**src/rtl/bb_share_arbiter_if.sv**
```systemverilog
// Bundle of requester-side and black-box-side signals around the shared compute unit.
// The slave modport is the arbiter's view; master is the view of the surrounding top level.
interface bb_share_arbiter_if #(
    parameter int NREQ = 4
);
    localparam int IDW = $clog2(NREQ);

    logic [NREQ-1:0] req;
    logic [NREQ-1:0] op_a;
    logic [NREQ-1:0] op_b;
    logic [NREQ-1:0] gnt;
    logic            busy;
    logic            bb_in1;
    logic            bb_in2;
    logic            bb_en;
    logic            bb_out1;
    logic            rsp_valid;
    logic [IDW-1:0]  rsp_id;
    logic            rsp_data;

    modport slave (
        input  req, op_a, op_b, bb_out1,
        output gnt, busy, bb_in1, bb_in2, bb_en, rsp_valid, rsp_id, rsp_data
    );

    modport master (
        output req, op_a, op_b, bb_out1,
        input  gnt, busy, bb_in1, bb_in2, bb_en, rsp_valid, rsp_id, rsp_data
    );
endinterface

```
**src/rtl/bb_share_arbiter.sv**
```systemverilog
// Round-robin arbiter that time-shares one fixed-latency 1-bit black box among NREQ requesters.
// Each operation runs IDLE -> ISSUE -> WAIT -> DONE; every output comes straight from a register.
module bb_share_arbiter #(
    parameter int NREQ = 4,
    parameter int LAT  = 2
) (
    input  logic              clk,
    input  logic              rst_n,
    bb_share_arbiter_if.slave bus
);
    localparam int IDW = $clog2(NREQ);

    typedef enum logic [1:0] {IDLE, ISSUE, WAIT, DONE} state_t;

    state_t          state, state_n;
    logic [IDW-1:0]  rr_ptr, rr_ptr_n;
    logic [3:0]      cnt, cnt_n;
    logic [NREQ-1:0] gnt, gnt_n;
    logic            busy, busy_n;
    logic            bb_in1, bb_in1_n;
    logic            bb_in2, bb_in2_n;
    logic            bb_en, bb_en_n;
    logic            rsp_valid, rsp_valid_n;
    logic [IDW-1:0]  rsp_id, rsp_id_n;
    logic            rsp_data, rsp_data_n;
    logic [IDW-1:0]  sel;
    logic            found;

    // First requester at or above rr_ptr, wrapping past NREQ-1 back to 0.
    always_comb begin
        int idx;
        logic [IDW-1:0] cand;
        found = 1'b0;
        sel   = '0;
        idx   = 0;
        cand  = '0;
        for (int k = 0; k < NREQ; k++) begin
            idx = int'(rr_ptr) + k;
            if (idx >= NREQ) idx = idx - NREQ;
            cand = IDW'(idx);
            if (!found && bus.req[cand]) begin
                found = 1'b1;
                sel   = cand;
            end
        end
    end

    always_comb begin
        state_n     = state;
        rr_ptr_n    = rr_ptr;
        cnt_n       = cnt;
        gnt_n       = '0;
        busy_n      = busy;
        bb_in1_n    = bb_in1;
        bb_in2_n    = bb_in2;
        bb_en_n     = 1'b0;
        rsp_valid_n = 1'b0;
        rsp_id_n    = rsp_id;
        rsp_data_n  = rsp_data;
        case (state)
            IDLE: begin
                if (found) begin
                    gnt_n[sel] = 1'b1;
                    bb_in1_n   = bus.op_a[sel];
                    bb_in2_n   = bus.op_b[sel];
                    bb_en_n    = 1'b1;
                    busy_n     = 1'b1;
                    rsp_id_n   = sel;
                    rr_ptr_n   = (sel == IDW'(NREQ - 1)) ? '0 : sel + IDW'(1);
                    state_n    = ISSUE;
                end
            end
            ISSUE: begin
                cnt_n   = 4'(LAT - 1);
                state_n = WAIT;
            end
            WAIT: begin
                if (cnt != 4'd0) begin
                    cnt_n = cnt - 4'd1;
                end else begin
                    rsp_data_n  = bus.bb_out1;
                    rsp_valid_n = 1'b1;
                    state_n     = DONE;
                end
            end
            DONE: begin
                busy_n  = 1'b0;
                state_n = IDLE;
            end
            default: state_n = IDLE;
        endcase
    end

    always_ff @(posedge clk) begin
        if (!rst_n) begin
            state     <= IDLE;
            rr_ptr    <= '0;
            cnt       <= '0;
            gnt       <= '0;
            busy      <= 1'b0;
            bb_in1    <= 1'b0;
            bb_in2    <= 1'b0;
            bb_en     <= 1'b0;
            rsp_valid <= 1'b0;
            rsp_id    <= '0;
            rsp_data  <= 1'b0;
        end else begin
            state     <= state_n;
            rr_ptr    <= rr_ptr_n;
            cnt       <= cnt_n;
            gnt       <= gnt_n;
            busy      <= busy_n;
            bb_in1    <= bb_in1_n;
            bb_in2    <= bb_in2_n;
            bb_en     <= bb_en_n;
            rsp_valid <= rsp_valid_n;
            rsp_id    <= rsp_id_n;
            rsp_data  <= rsp_data_n;
        end
    end

    assign bus.gnt       = gnt;
    assign bus.busy      = busy;
    assign bus.bb_in1    = bb_in1;
    assign bus.bb_in2    = bb_in2;
    assign bus.bb_en     = bb_en;
    assign bus.rsp_valid = rsp_valid;
    assign bus.rsp_id    = rsp_id;
    assign bus.rsp_data  = rsp_data;
endmodule

```
**src/flat_wrapper.sv**
```systemverilog
// flat-port wrapper written by rule: the top's interface ports become plain ports
module bb_share_arbiter_flat 
#(
    parameter int NREQ = 4,
    parameter int LAT  = 2
)
  (clk, rst_n, bus_req, bus_op_a, bus_op_b, bus_bb_out1, bus_gnt, bus_busy, bus_bb_in1, bus_bb_in2, bus_bb_en, bus_rsp_valid, bus_rsp_id, bus_rsp_data);
  bb_share_arbiter_if #(.NREQ(NREQ)) bus_i ();
  input  logic clk;
  input  logic rst_n;
  input wire logic [$bits(bus_i.req)-1:0] bus_req;
  input wire logic [$bits(bus_i.op_a)-1:0] bus_op_a;
  input wire logic [$bits(bus_i.op_b)-1:0] bus_op_b;
  input wire logic [$bits(bus_i.bb_out1)-1:0] bus_bb_out1;
  output wire logic [$bits(bus_i.gnt)-1:0] bus_gnt;
  output wire logic [$bits(bus_i.busy)-1:0] bus_busy;
  output wire logic [$bits(bus_i.bb_in1)-1:0] bus_bb_in1;
  output wire logic [$bits(bus_i.bb_in2)-1:0] bus_bb_in2;
  output wire logic [$bits(bus_i.bb_en)-1:0] bus_bb_en;
  output wire logic [$bits(bus_i.rsp_valid)-1:0] bus_rsp_valid;
  output wire logic [$bits(bus_i.rsp_id)-1:0] bus_rsp_id;
  output wire logic [$bits(bus_i.rsp_data)-1:0] bus_rsp_data;
  assign bus_i.req = bus_req;
  assign bus_i.op_a = bus_op_a;
  assign bus_i.op_b = bus_op_b;
  assign bus_i.bb_out1 = bus_bb_out1;
  assign bus_gnt = bus_i.gnt;
  assign bus_busy = bus_i.busy;
  assign bus_bb_in1 = bus_i.bb_in1;
  assign bus_bb_in2 = bus_i.bb_in2;
  assign bus_bb_en = bus_i.bb_en;
  assign bus_rsp_valid = bus_i.rsp_valid;
  assign bus_rsp_id = bus_i.rsp_id;
  assign bus_rsp_data = bus_i.rsp_data;
  bb_share_arbiter #(.NREQ(NREQ), .LAT(LAT)) u_core (.clk(clk), .rst_n(rst_n), .bus(bus_i));
endmodule
```
**config.mk**
```make
export PLATFORM = sky130hd
export DESIGN_NAME = bb_share_arbiter_flat
export DESIGN_NICKNAME = d
export VERILOG_FILES = /design/src/rtl/bb_share_arbiter_if.sv /design/src/rtl/bb_share_arbiter.sv /design/src/flat_wrapper.sv
export SDC_FILE = /design/constraint.sdc
export NUM_CORES = 1
export LEC_CHECK = 0
export CORE_ASPECT_RATIO = 0.75
export CORE_MARGIN = 2
export CORE_UTILIZATION = 51
export CTS_BUF_LIST = sky130_fd_sc_hd__clkbuf_8 sky130_fd_sc_hd__clkbuf_16
export CTS_CLUSTER_DIAMETER = 150
export DETAILED_ROUTE_END_ITERATION = 6
export MAX_ROUTING_LAYER = met4
export PLACE_DENSITY = 0.86
export SLEW_MARGIN = 5
export SYNTH_ARGS = -nofsm -noshare
export SYNTH_HDL_FRONTEND = slang
export SYNTH_SLANG_ARGS = --single-unit
```
**constraint.sdc**
```tcl
create_clock -name clk -period 2.45 [get_ports clk]
set_input_delay 0.6125 -clock clk [delete_from_list [all_inputs] [get_ports clk]]
set_output_delay 0.6125 -clock clk [all_outputs]
set_load 0.01 [all_outputs]
```
==> results_dict.tcl <==
set metrics [dict create \
    status "complete, no violations" \
    min-delay-path-class "flop to flop" \
    cts_made_buffers 3 \
    yosys.area.top_type_share_pct 38.2 \
    antennaDiodeCount 0 \
    most-common-layout-cells "26 x sky130_fd_sc_hd__clkdlybuf4s50_1, 20 x sky130_fd_sc_hd__dfxtp_1, 14 x sky130_fd_sc_hd__nand2_1" \
    design.core.area_um2 1980 \
    grt_util_all_layers_pct 22.1 \
    crit_family "simple AND/OR/NAND/NOR gates" \
    cap_violations 0 \
    synth.yosys.seq_area_share_pct 38.2 \
    syn2layout_area_growth_pct 35.1 \
    routedWlPerCell_um 13.3 \
    syn-cell-area_um2 1050 \
    synth_top_cell_by_area "sky130_fd_sc_hd__dfxtp_1" \
    timing.slew.headroom_pct 66.6 \
    num_io_pins 27 \
    worst_ep_arrival_time_ns 2.32 \
    die_area_um2 2440 \
    drt-vias-per-instance 5.24 \
    drt_pre_antenna_iters 4 \
    dp_hpwl_um 1760 \
    hold_depth 2 \
    fin_setup_tns_ns 0 \
    num_clock_sinks 20 \
    ys_seq_elements 20 \
    grt_pass1_wl_um 4040 \
    synth_warnings 0 \
    crit_chain "clkdlybuf4s50_1, nor4_1, nand2b_1, nor3_1, a21oi_1, nor2b_1" \
    fmaxAchievable_ghz 0.461 \
    die_x_um 56.3 \
    worst_ir_drop_on_vdd_mv 0.746 \
    seq_area_um2 400 \
    cts_repair_resize_count 0 \
    area_of_the_multi_input_gates_um2 604 \
    final_max_slew_viol_count 0 \
    fin_crit_sh_pct 88.5 \
    timing.critical_path.to_type "flop" \
    vias_in_the_first_global_route 932 \
    leading_cell_type_in_the_layout_fill_and_taps_excluded "sky130_fd_sc_hd__clkdlybuf4s50_1" \
    synth.top_cells.by_area "sky130_fd_sc_hd__dfxtp_1 38%, sky130_fd_sc_hd__ha_1 13%, sky130_fd_sc_hd__mux2i_1 7.6%" \
    initial_utilization_pct 52.9 \
    clockRootBuffer "sky130_fd_sc_hd__clkbuf_8" \
    netlist_instances 118 \
    final_layout_size_suffix_gt1_share_pct 6.12 \
    grt_setup_unrepaired "no" \
    fin_ws_ns 0.283 \
    cp.depth 6 \
    io_buffers 26 \
    cts-htree-levels 1 \
    dp_slack_ns 0.0946 \
    p_per_cell_area_nw_per_um2 1100 \
    worst_r2r_path_depth 6 \
    finalSetupViolations 0 \
    hold_bufs_at_cts 0 \
    route.final.wire_length_um 2280 \
    final_antenna_net_count 0 \
    synthesis.area_per_instance_um2 8.88 \
    cts.clk_slew.worst_paths_ns 0.08 \
    final_period_minus_worst_setup_slack_ns 2.17 \
    first_iter_violations 9 \
    insertion_delay_ns 0.26 \
    fp.dieH_um 43.2 \
    grt_antenna_before_repair 0 \
    synth.net_count 144 \
    critPathLaunchType "primary input" \
    critical_path_required_ns 2.60 \
    grt_remaining_overflow 0 \
    fill_cells 153 \
    worst-path-buf-inv 1 \
    fin_skew_ns 0.00483 \
    drt_drc_violations_left 0 \
    leakagePower_nw 0.599 \
    final-hold-violation-count 0 \
    vias 896 \
    num-nets-final 174 \
    critical-path-max-stage-delay_ns 0.51 \
    worst-r2r-setup-slack_ns 0.69 \
    gpl.final_weighted_congestion 0.850 \
    worstPathMaxFanout 8 \
    cts_post_setup_buffers_inserted 0 \
    yosysUniqueCellTypes 25 \
    worst-setup-path-type "primary input to flop" \
    max_slew.worst_pin.slew_ns 0.497 \
    clock_tree_from_tritoncts "built" \
    crit_path_top_delay_cell "sky130_fd_sc_hd__nor4_1" \
    floorplan.rows 14 \
    max-clock-path-buffers 2 \
    grt_start_max_net_pins 20 \
]
## final timing paths
check / to / startpoint
worst max-delay path: u_core.bus.rsp_id[0]$_SDFFE_PN0P_ / bus_req[0]
worst max register to register: u_core.bus.gnt[0]$_SDFF_PN0_ / u_core.rr_ptr[1]$_SDFFE_PN0P_
worst min-delay path: u_core.bus.rsp_data$_SDFFE_PN0P_ / u_core.bus.rsp_data$_SDFFE_PN0P_
worst min register to register: u_core.bus.rsp_data$_SDFFE_PN0P_ / u_core.bus.rsp_data$_SDFFE_PN0P_
## per-layer routing
layer | wire length (µm) | vias up | share of wire [%] | global-route usage [%]
li1 | - | 460 | - | -
met1 | 1070 | 408 | 47 | 26.5
met2 | 1100 | 24 | 48 | 36.7
met3 | 86 | 4 | 3.8 | 6.71
met4 | 34 | 0 | 1.5 | 5.24
met5 | 0 | - | 0 | -
## worst reg2reg max path: cells and delay by family (launching register included)
family          cells  cell delay [ns]
flops               1             0.50
fa+ha+maj           1             0.21
mux                 1             0.24
buf+inv             1             0.14
simple gates        2             0.45
compound gates      1             0.12
## power by group
group / total (mW) / internal (mW) / switching (mW)
combinational: 0.715 / 0.348 / 0.367
sequential: 0.509 / 0.427 / 0.0817
clock: 0.329 / 0.218 / 0.111
total: 1.55 / 0.993 / 0.559
## state kept, by name, indices dropped and copies added, names as in the netlist
signal	flops
u_core.bus.bb_en	1
u_core.bus.bb_in1	1
u_core.bus.bb_in2	1
u_core.bus.busy	1
u_core.bus.gnt	4
u_core.bus.rsp_data	1
u_core.bus.rsp_id	2
u_core.bus.rsp_valid	1
u_core.cnt	4
u_core.rr_ptr	2
u_core.state	2
## layout make-up
class	instances	share of cell area (%)
Inverter	7	1.86
Multi-Input combinational cell	87	42.7
Tap cell	24	2.12
Sequential cell	20	28.3
Timing Repair Buffer	29	20.0
Clock buffer	3	2.92
Clock inverter	1	2.12
## cells in the mapped netlist
cell type,count
sky130_fd_sc_hd__a21boi_0,2
sky130_fd_sc_hd__o21a_1,1
sky130_fd_sc_hd__nor2_1,5
sky130_fd_sc_hd__nor4_1,1
sky130_fd_sc_hd__ha_1,11
sky130_fd_sc_hd__nor3b_1,2
sky130_fd_sc_hd__a21oi_1,9
sky130_fd_sc_hd__o221ai_1,2
sky130_fd_sc_hd__o22ai_1,1
sky130_fd_sc_hd__nand3_1,3
sky130_fd_sc_hd__nand2b_1,4
sky130_fd_sc_hd__nor4bb_1,1
sky130_fd_sc_hd__and2_1,3
sky130_fd_sc_hd__a21oi_2,1
sky130_fd_sc_hd__and3_1,5
sky130_fd_sc_hd__o22ai_4,1
sky130_fd_sc_hd__clkbuf_1,3
sky130_fd_sc_hd__mux2i_1,8
sky130_fd_sc_hd__inv_1,7
sky130_fd_sc_hd__nor3_1,2
sky130_fd_sc_hd__nand2_1,14
sky130_fd_sc_hd__nor2b_1,7
sky130_fd_sc_hd__dfxtp_1,20
sky130_fd_sc_hd__clkbuf_2,1
sky130_fd_sc_hd__o21ai_0,4
## logic make-up after synthesis
family	synth area share (%)
AOI/OAI and AO/OA	13.4
buffers and inverters	4.06
adders and majority gates	13.1
muxes	7.65
DFF	38.2
and+or+nand+nor	23.5
## per-stage QoR
step / hold slack (ns) / total power, mW / instances / utilization (%) / area (µm²)
3_5_place_dp: 0.469 / 1.22 / 167 / 67.9 / 1340
4_1_cts: 0.480 / 1.55 / 171 / 71.5 / 1420
6_report: 0.473 / 1.55 / 171 / 71.5 / 1420
3_3_place_gp: 0.455 / 1.18 / 167 / 67.9 / 1340
5_1_grt: 0.496 / 1.67 / 171 / 71.5 / 1420
2_1_floorplan: 0.488 / 0.949 / 118 / - / 1050
(Power assumes the default switching activity.)
